### config.mk
export PLATFORM = sky130hd
export DESIGN_NAME = parking_sensor_driver
export DESIGN_NICKNAME = d
export VERILOG_FILES = /design/src/rtl/parking_pkg.sv /design/src/rtl/phase_timer.sv /design/src/rtl/parking_sensor_driver.sv
export SDC_FILE = /design/constraint.sdc
export NUM_CORES = 1
export LEC_CHECK = 0
export CAP_MARGIN = 0
export CORE_UTILIZATION = 53
export DETAILED_ROUTE_END_ITERATION = 10
export PLACE_DENSITY = 0.81
export SLEW_MARGIN = 5
export SYNTH_ARGS = -nofsm -noshare
export SYNTH_HDL_FRONTEND = slang
export SYNTH_SLANG_ARGS = --single-unit
### constraint.sdc
create_clock -name CLOCK_50 -period 5.65 [get_ports CLOCK_50]
set_input_delay 0.8475 -clock CLOCK_50 [delete_from_list [all_inputs] [get_ports CLOCK_50]]
set_output_delay 0.8475 -clock CLOCK_50 [all_outputs]
set_load 0.005 [all_outputs]
### src/rtl/parking_pkg.sv
// Shared types for the parking-gate sensor driver: crossing states, direction
// encoding and the sensor level table for each state.
package parking_pkg;

   typedef enum logic [2:0] {IDLE, PH1, PH2, PH3, GAP} state_t;
   typedef enum logic {DIR_ENTER = 1'b0, DIR_EXIT = 1'b1} dir_t;

   // The decoder's two-flop synchroniser needs phases of at least this length.
   localparam int PHASE_MIN = 3;

   // {A,B} sensor levels shown while in a given state.
   function automatic logic [1:0] sensor_levels(input state_t s, input dir_t d);
      logic [1:0] ab;
      ab = 2'b00;
      case (s)
         PH1:     ab = (d == DIR_ENTER) ? 2'b10 : 2'b01;
         PH2:     ab = 2'b11;
         PH3:     ab = (d == DIR_ENTER) ? 2'b01 : 2'b10;
         default: ab = 2'b00;
      endcase
      return ab;
   endfunction

endpackage

### src/rtl/phase_timer.sv
// Phase duration counter: restarts on load, counts while enabled and flags
// the last cycle of each PHASE_CYCLES-long phase.
module phase_timer #(
   parameter int PHASE_CYCLES = 4
) (
   input  logic CLOCK_50,
   input  logic RST,
   input  logic load,
   input  logic enable,
   output logic expire
);

   localparam int CNT_W = $clog2(PHASE_CYCLES);
   localparam logic [CNT_W-1:0] LAST = CNT_W'(PHASE_CYCLES - 1);

   logic [CNT_W-1:0] cnt;

   // NOTE: registers use non-blocking assignment so every flop samples pre-edge values.
   always_ff @(posedge CLOCK_50) begin
      if (RST)
         cnt <= '0;
      else if (load)
         cnt <= '0;
      else if (enable)
         cnt <= cnt + CNT_W'(1);
   end

   assign expire = enable && (cnt == LAST);

endmodule

### src/rtl/parking_sensor_driver.sv
// Two-sensor gate waveform generator with occupancy tracking.
// Optional reverse-out support is built when PARK_ABORT_EN is defined.
module parking_sensor_driver
   import parking_pkg::*;
#(
   parameter int PHASE_CYCLES = 4,
   parameter int CAPACITY     = 16
) (
   input  logic                           CLOCK_50,
   input  logic                           RST,
   input  logic                           CMD_VALID,
   input  logic                           CMD_DIR,
   output logic                           CMD_READY,
   input  logic                           CMD_ABORT,
   output logic                           SIG_A,
   output logic                           SIG_B,
   output logic                           BUSY,
   output logic                           DONE,
   output logic                           ABORTED,
   output logic                           REJECT,
   output logic [$clog2(CAPACITY+1)-1:0]  COUNT
);

   localparam int CNT_W = $clog2(CAPACITY + 1);
   localparam logic [CNT_W-1:0] CAP = CNT_W'(CAPACITY);
   localparam int PHASE_EFF = (PHASE_CYCLES < PHASE_MIN) ? PHASE_MIN : PHASE_CYCLES;

   state_t           state, state_nxt;
   dir_t             dir, dir_nxt, cmd_dir;
   logic [CNT_W-1:0] count_nxt;
   logic             load, expire, done_nxt, reject_nxt;
   logic             reversing, abort_take;

   assign cmd_dir   = dir_t'(CMD_DIR);
   assign CMD_READY = (state == IDLE);
   assign BUSY      = !CMD_READY;

   phase_timer #(.PHASE_CYCLES(PHASE_EFF)) u_timer (
      .CLOCK_50 (CLOCK_50),
      .RST      (RST),
      .load     (load),
      .enable   (BUSY),
      .expire   (expire)
   );

`ifdef PARK_ABORT_EN
   logic aborted_q;

   assign abort_take = CMD_ABORT && !reversing && (state inside {PH1, PH2, PH3});

   // A reversing crossing always leaves through PH1 into GAP.
   always_ff @(posedge CLOCK_50) begin
      if (RST) begin
         reversing <= 1'b0;
         aborted_q <= 1'b0;
      end else begin
         if (abort_take)
            reversing <= 1'b1;
         else if (state == GAP && expire)
            reversing <= 1'b0;
         aborted_q <= reversing && (state == PH1) && expire;
      end
   end

   assign ABORTED = aborted_q;
`else
   assign abort_take = 1'b0;
   assign reversing  = 1'b0;
   assign ABORTED    = CMD_ABORT & 1'b0;   // port kept for a uniform pinout
`endif

   always_comb begin
      // NOTE: every output of this block gets a default first, so no latch is inferred.
      state_nxt  = state;
      dir_nxt    = dir;
      count_nxt  = COUNT;
      load       = 1'b0;
      done_nxt   = 1'b0;
      reject_nxt = 1'b0;
      case (state)
         IDLE: begin
            if (CMD_VALID) begin
               if ((cmd_dir == DIR_ENTER && COUNT == CAP) ||
                   (cmd_dir == DIR_EXIT  && COUNT == '0)) begin
                  reject_nxt = 1'b1;
               end else begin
                  state_nxt = PH1;
                  dir_nxt   = cmd_dir;
                  load      = 1'b1;
               end
            end
         end
         PH1: begin
            if (abort_take) begin
               load = 1'b1;
            end else if (expire) begin
               load      = 1'b1;
               state_nxt = reversing ? GAP : PH2;
            end
         end
         PH2: begin
            if (abort_take) begin
               load = 1'b1;
            end else if (expire) begin
               load      = 1'b1;
               state_nxt = reversing ? PH1 : PH3;
            end
         end
         PH3: begin
            if (abort_take) begin
               load = 1'b1;
            end else if (expire) begin
               load = 1'b1;
               if (reversing) begin
                  state_nxt = PH2;
               end else begin
                  state_nxt = GAP;
                  done_nxt  = 1'b1;
                  count_nxt = (dir == DIR_ENTER) ? COUNT + CNT_W'(1) : COUNT - CNT_W'(1);
               end
            end
         end
         GAP: begin
            if (expire)
               state_nxt = IDLE;
         end
         default: state_nxt = IDLE;
      endcase
   end

   // Sensor outputs are registered from the next state so they align with it.
   always_ff @(posedge CLOCK_50) begin
      if (RST) begin
         state  <= IDLE;
         dir    <= DIR_ENTER;
         COUNT  <= '0;
         SIG_A  <= 1'b0;
         SIG_B  <= 1'b0;
         DONE   <= 1'b0;
         REJECT <= 1'b0;
      end else begin
         state          <= state_nxt;
         dir            <= dir_nxt;
         COUNT          <= count_nxt;
         {SIG_A, SIG_B} <= sensor_levels(state_nxt, dir_nxt);
         DONE           <= done_nxt;
         REJECT         <= reject_nxt;
      end
   end

endmodule

Word level (Yosys, flattened, before mapping) --
Cells that the tools add are included.
Word-level totals: input port bits 5, register bits 15
Cells by class: add/subtract/negate cells 3, reductions and logical operators 12, mux-type cells 19, bitwise logic cells 4, equality and inequality tests 9
Operators with widths (number):
- 2-to-1 mux 3 bit | 6
- one-hot mux 3 bit (5 select lines) | 1
- equality test 3 x 2 -> 1 bit (second input constant) | 4
- 2-to-1 mux 1 bit | 7
- equality test 3 x 1 -> 1 bit (second input constant) | 2
- one-hot mux 2 bit (3 select lines) | 1
- OR reduction 3 bit | 2
- adder 5 x 1 -> 5 bit (second input constant) | 1
- equality test 5 bit (second input constant) | 1
- logical NOT 5 bit | 1
- 2-to-1 mux 5 bit | 1
- subtractor 5 x 1 -> 5 bit (second input constant) | 1
- 2-to-1 mux 2 bit | 2
- NOT 1 bit | 4
- OR reduction 2 bit | 2
- equality test 3 bit (second input constant) | 1
- logical AND 1 bit | 3
- logical NOT 3 bit | 1
- adder 2 x 1 -> 2 bit (second input constant) | 1
- equality test 2 bit (second input constant) | 1
- one-hot mux 1 bit (2 select lines) | 1
- AND reduction 2 bit | 1
- logical NOT 1 bit | 1
- logical OR 1 bit | 1

Longest topological paths before layout --
Gate-level depths: netlist of the first run.
word-level depth 8, mapped depth 7, depth with buffers taken out 7

Cells and area by module --
Synthesis of the first run repeated with hierarchy kept, for this count alone.
Second synthesis, totals: cells, all modules 91, area total of the unflattened synthesis 828.3 sq um
Modules (own cells, without submodules):
- parking_sensor_driver | sequential area each 260.2 sq um, area each 729.4 sq um, instances 1, cells an instance 83
- phase_timer | sequential area each 40.0 sq um, area each 98.8 sq um, instances 1, cells an instance 8

Worst setup path before layout of the first run --
OpenSTA, ideal clock, no wires.
path type in2reg, start input port CMD_VALID, end register SIG_B, setup time 0.122 ns, stages 5, setup slack 3.528 ns, data arrival time 2.000 ns, cell sequence or4b_4 -> o21ba_1 -> mux2i_1 -> nor2b_1 -> o32a_1
On the way: cells in the longest elaborated chain, start to end 4, elaborated cells on any way between the ends 10, those cells by class eq/ne: 3; mux: 7
RTL lines:
- from (decl) | line parking_sensor_driver.sv:11 | input logic CMD_VALID,
- 2-to-1 mux 3 bit / 2-to-1 mux 1 bit (equally long branches) | line parking_sensor_driver.sv:82 | if (CMD_VALID) begin
- one-hot mux 3 bit (5 select lines) / 2-to-1 mux 1 bit (equally long branches) | line parking_sensor_driver.sv:80 | case (state)
- equality test 3 x 2 -> 1 bit (tied with other cells) | line parking_pkg.sv:15 | case (s)
- one-hot mux 2 bit (3 select lines) (*) | line parking_pkg.sv:15
- to (signal assigned) | line parking_sensor_driver.sv:145 | {SIG_A, SIG_B} <= sensor_levels(state_nxt, dir_nxt);
- to (decl) | line parking_sensor_driver.sv:16 | output logic SIG_B,
Mark *: on every way between the ends. The rest lies on a longest branch, timed or not. A chain may end at the register's enable or synchronous reset.

Final worst setup path of the first run --
start register state[1], end output port CMD_READY
On the way: cells in the longest elaborated chain, start to end 1
RTL lines:
- from (decl) | line parking_sensor_driver.sv:28 | state_t state, state_nxt;
- from (signal assigned) | line parking_sensor_driver.sv:142 | state <= state_nxt;
- logical NOT 3 bit | line parking_sensor_driver.sv:35 | assign CMD_READY = (state == IDLE);
- to (decl) | line parking_sensor_driver.sv:13 | output logic CMD_READY,
No other way between the ends.

==> results.ini, run 1 <==
[run_status]
status = completed

[global_routing]
antenna_found_initial = 0
grt_pass1_wl_um = 2660
grt_pass1_vias = 624
globalRoute.totalOverflow = 0
track_usage = 0.196
grt_max_degree = 16

[die]
dieArea_um2 = 1730
rows = 13
ioPinCount = 17
core_um2 = 1380
die_y_um = 41.6
die_x_um = 41.6
start_util = 0.600

[timing]
relSlewSlack = 0.595
fmax_mhz = 382
rsz0062_at_grt = false
finalCriticalPeriod_ns = 2.62
worst_pin_slew_ns = 0.605
tns_ns = 0
setup_viol_count_final = 0
clock_skew_ns = 0.00401
period_share = 0.463
finalHoldViolations = 0
slew_violations = 0

[setup_path]
r2r_cells = 7
reg2reg_to = COUNT[4]
crit_path_top_delay_cell = clkdlybuf4s50_1
r2r_setup_slack_ns = 3.50
cp-start-kind = flop
path_max_fanout = 9
critical_path_class = flop to primary output
required_ns = 4.80
cp.arrival_ns = 1.77
max_stage_delay_ns = 0.60
cp-end-kind = primary output
r2r-start = dir
crit_chain = nor3_1 -> clkdlybuf4s50_1

[yosys]
synthAdderAreaFrac = 0.0845
synthArstFlopShare = 0
syn_inst = 88
synth_most_common_cell = dfxtp_1
seq_area_frac_synth = 0.362
synth_top_family_by_area = simple AND/OR/NAND/NOR gates
yosys.area_share.simple = 0.199
yosys_warnings = 0
ys_ff_latch = 15
synth_nets = 98
synth.area.mux_share = 0.0362
syn_avg_cell_area_um2 = 9.43
synth_compound_area_frac = 0.196
synth-xor-area-share = 0.0618
synth_largest_type_area_fraction = 0.362
synth_cell_types = 37
netlist_area_um2 = 830
synth_area_leaders = dfxtp_1, ha_1, a21oi_1
synth_commonest_cells = dfxtp_1, a21oi_1, nor2_1
synth_edf_count = 0
yosysTopAreaCell = dfxtp_1
synth_flop_cell = dfxtp_1

[routing]
first_pass_iters = 4
drtIter0Drc = 16
vias = 680
drc_errors = 0
wl_per_cell_um = 13.1
vias_per_cell = 5.81
routed_wl_um = 1530
antenna_left = 0

[worst_hold_path]
hold_depth = 2
min_from = u_timer.cnt[1]
holdPathEnd = u_timer.cnt[1]
hold_path.class = flop to flop

[pwr]
vdd_drop_max_uv = 125
power.leakage_nw = 0.390
p_total_uw = 199
power.density_nw_per_um2 = 202

[clock_tree]
clk_latency_ns = 0.29
cts_setup_buffers = 0
clock_path_buffers = 2
clk_pin_slew_ns = 0.09
cts_sinks = 15
cts-root-buf = clkbuf_4
cts_resized = 0
cts_buffers = 3
h-tree-depth = 1
cts_tree = built
ctsHoldBuffers = 0

[final_layout]
nets = 113
syn_to_final_growth_pct = 19.0
design_area_um2 = 987
antenna_cells = 0
final_cells = 117
drive_above_1_share = 0.0882

[job]
cap_viol_max_count = 0

[place]
dp.cells = 113
place_area_um2 = 961
portBuffers = 14
place.gp.congestion = 0.680
hpwl_um = 1130

## critical path, delay by kind of cell (launching register included)
kind                   cells  cell delay [ns]
buffers and inverters      1             0.60
DFF                        1             0.40
and+or+nand+nor            1             0.48
## cells by family (layout without fill, tap and decap cells)
family	count (synthesis)	after routing
other	1	1
multiplexers	3	3
AO/OA/AOI/OAI	22	22
adder cells (fa/ha/maj)	5	5
flip-flops	15	15
XOR/XNOR	5	5
buffers and inverters	9	23
AND/OR/NAND/NOR	28	28
## metrics by stage
step | util | setup slack, ns | hold slack, ns
after floorplan | - | 3.53 | 0.506
after global placement | 0.695 | 2.96 | 0.523
after detailed placement | 0.695 | 2.93 | 0.528
after CTS | 0.714 | 3.01 | 0.553
after global routing | 0.714 | 2.92 | 0.569
final | 0.714 | 3.03 | 0.544
## worst max path at each step
| stage | from | to | depth (start not counted) |
|---|---|---|---|
| 2_1_floorplan | CMD_VALID | SIG_B | 5 |
| 3_3_place_gp | CMD_VALID | SIG_B | 6 |
| 3_5_place_dp | CMD_VALID | SIG_A | 6 |
| 4_1_cts | state[1] | CMD_READY | 2 |
| 5_1_grt | state[1] | CMD_READY | 2 |
| 6_report | state[1] | CMD_READY | 2 |
## cell usage in the layout (no fill, tap or decap), types with 2 or more instances in the layout
cell type and n:
nor3_1 5, a21o_1 2, clkdlybuf4s50_1 14, xor2_1 2, a211oi_2 2, mux2i_1 3
clkbuf_4 3, ha_1 4, nor2_1 9, xnor2_1 2, or4_1 2, a21oi_1 9
dfxtp_1 15, o21ai_0 2, inv_1 5, nor2b_1 3
## layer usage
layer | vias to the layer above | global-route usage | part of all wire
li1 | 340 | - | -
met1 | 322 | 0.245 | 0.46
met2 | 16 | 0.334 | 0.48
met3 | 2 | 0.0304 | 0.048
met4 | 0 | 0.0774 | 0.015
met5 | - | 0 | 0
## registers in the layout, indices dropped and copies added, names as in the netlist
signal and count:
DONE 1, SIG_B 1, u_timer.cnt 2, COUNT 5
REJECT 1, SIG_A 1, dir 1, state 3
## layout make-up
| class | count | area [µm²] |
|---|---|---|
| multi-input combinational | 64 | 483 |
| fill | 118 | 395 |
| sequential | 15 | 300 |
| timing repair buffer | 14 | 140 |
| clock buffer | 4 | 26.3 |
| inverter | 5 | 18.8 |
| tap | 15 | 18.8 |
## where the power goes
group          switching (mW)  leakage [nW]  internal, mW
Clock                  0.0358        0.0150        0.0274
Combinational          0.0112         0.253        0.0137
Sequential            0.00252         0.122         0.108
Note: power is estimated with default switching activity, not from simulation.
==> run 2, diff against run 1 <==
CORE_UTILIZATION = 49   (was 53)
PLACE_DENSITY = 0.76   (was 0.81)
clock period = 2.45 ns   (was 5.65 ns; I/O delays follow)
==> run 2 against run 1 <==
Compared with the run above:
- combinational power increased by 140%
- total power increased by 130%
- clock skew about the same
- flip-flop and latch count unchanged
- first-iteration DRC count decreased by 38%
- critical path depth unchanged
==> results.ini, run 2 (same netlist as run 1, synthesis figures left out) <==
[setup_path]
cp_num_buf_inv = 1
crit_chain = nor3_1 -> clkdlybuf4s50_1
cp-end-kind = primary output
max_stage_delay_ns = 0.60
cp.arrival_ns = 1.77
required_ns = 2.08
crit_path_top_delay_cell = clkdlybuf4s50_1
path_max_fanout = 9
crit_family = buffers and inverters
cp-start-kind = flop
critical_path_class = flop to primary output

[global_routing]
antenna_found_initial = 0
grt_pass1_vias = 574
grt_max_degree = 11
track_usage = 0.184
globalRoute.totalOverflow = 0
grt_pass1_wl_um = 2500

[clock_tree]
cts-root-buf = clkbuf_4
cts_sinks = 15
h-tree-depth = 1
cts_buffers = 3
clock_path_buffers = 2
cts_tree = built
clk_latency_ns = 0.27
cts_setup_buffers = 0
clk_pin_slew_ns = 0.09
ctsHoldBuffers = 0
cts_resized = 0

[pwr]
combPwrFrac = 0.130
p_total_uw = 452
power.density_nw_per_um2 = 451
power.share.clock = 0.304
vdd_drop_max_uv = 374
intPower_uw = 345
power.leakage_nw = 0.399
p_sw_uw = 107
pwr-share-seq = 0.566
swShare = 0.236

[final_layout]
nets = 115
utilization = 0.651
mostFrequentLayoutCells = dfxtp_1, clkdlybuf4s50_1, a21oi_1, nor2_1
final_common_cell = dfxtp_1
antenna_cells = 0
top_register = COUNT
syn_to_final_growth_pct = 21.0
largest_register_ffs = 5
reg.largest.list = COUNT x5, state x3, u_timer.cnt x2
drive_above_1_share = 0.106
num-fill-cells = 133

[place]
place.gp.congestion = 0.676
hpwl_um = 1140
portBuffers = 14

[die]
ioPinCount = 17
die_x_um = 43.1
rows = 14
dieArea_um2 = 1860
start_util = 0.538
core_um2 = 1540
die_y_um = 43.1

[timing]
rsz0062_at_grt = false
clock_skew_ns = 0.00404
period_share = 0.872
worst_pin_slew_ns = 0.542
setup_viol_count_final = 0
fmax_mhz = 468
finalCriticalPeriod_ns = 2.14
tns_ns = 0
slew_violations = 0
finalHoldViolations = 0
finalHoldWorstSlack_ns = 0.540
relSlewSlack = 0.636

[routing]
vias_per_cell = 5.53
vias = 663
routed_wl_um = 1520
drtIter0Drc = 10
first_pass_iters = 4
drc_errors = 0
antenna_left = 0
wl_per_cell_um = 12.7

[worst_hold_path]
hold_path.class = flop to flop

[run_status]
status = completed

[job]
cap_viol_max_count = 0

## run 2: layout make-up
| cell class | count | area [µm²] | area share |
|---|---|---|---|
| inverters | 5 | 18.8 | 0.0187 |
| flip-flops and latches | 15 | 300 | 0.299 |
| well taps | 16 | 20.0 | 0.0200 |
| clock buffers | 4 | 26.3 | 0.0262 |
| multi-input cells | 64 | 483 | 0.481 |
| repair buffers | 16 | 155 | 0.155 |
## run 2: worst paths after layout
| check | slack, ns | start | cells past startpoint | to |
|---|---|---|---|---|
| max | 0.31 | state[1] | 2 | CMD_READY |
| min | 0.54 | COUNT[4] | 2 | COUNT[4] |
| max reg2reg | 0.39 | dir | 7 | COUNT[4] |
| min reg2reg | 0.54 | COUNT[4] | 2 | COUNT[4] |
## run 2: power by group through the flow
stage	clock network (mW)	logic [mW]	registers, mW
final	0.137	0.0588	0.256
after floorplan	0	0.0397	0.259
after global placement	0	0.0576	0.261
after detailed placement	0	0.0589	0.262
after CTS	0.143	0.0593	0.256
after global routing	0.162	0.0643	0.257
## run 2: routing by layer
layer	share of wire	up-vias	track usage
met5	0	-	0
met3	0.042	0	0.0681
li1	-	346	-
met1	0.50	303	0.234
met2	0.46	14	0.290
met4	0	0	0.0545
## run 2: tightest hold or removal path, cell delays in order (launching register included)
cell     delay (ns)
dfxtp_1        0.36
o31ai_1        0.08
a21oi_1        0.06
## run 2: through the flow
step	setup WS, ns	cells	instance area (µm²)
3_5_place_dp	0.242	116	977
5_1_grt	0.206	120	1000
3_3_place_gp	0.247	116	977
4_1_cts	0.313	120	1000
2_1_floorplan	0.592	88	830
6_report	0.313	120	1000
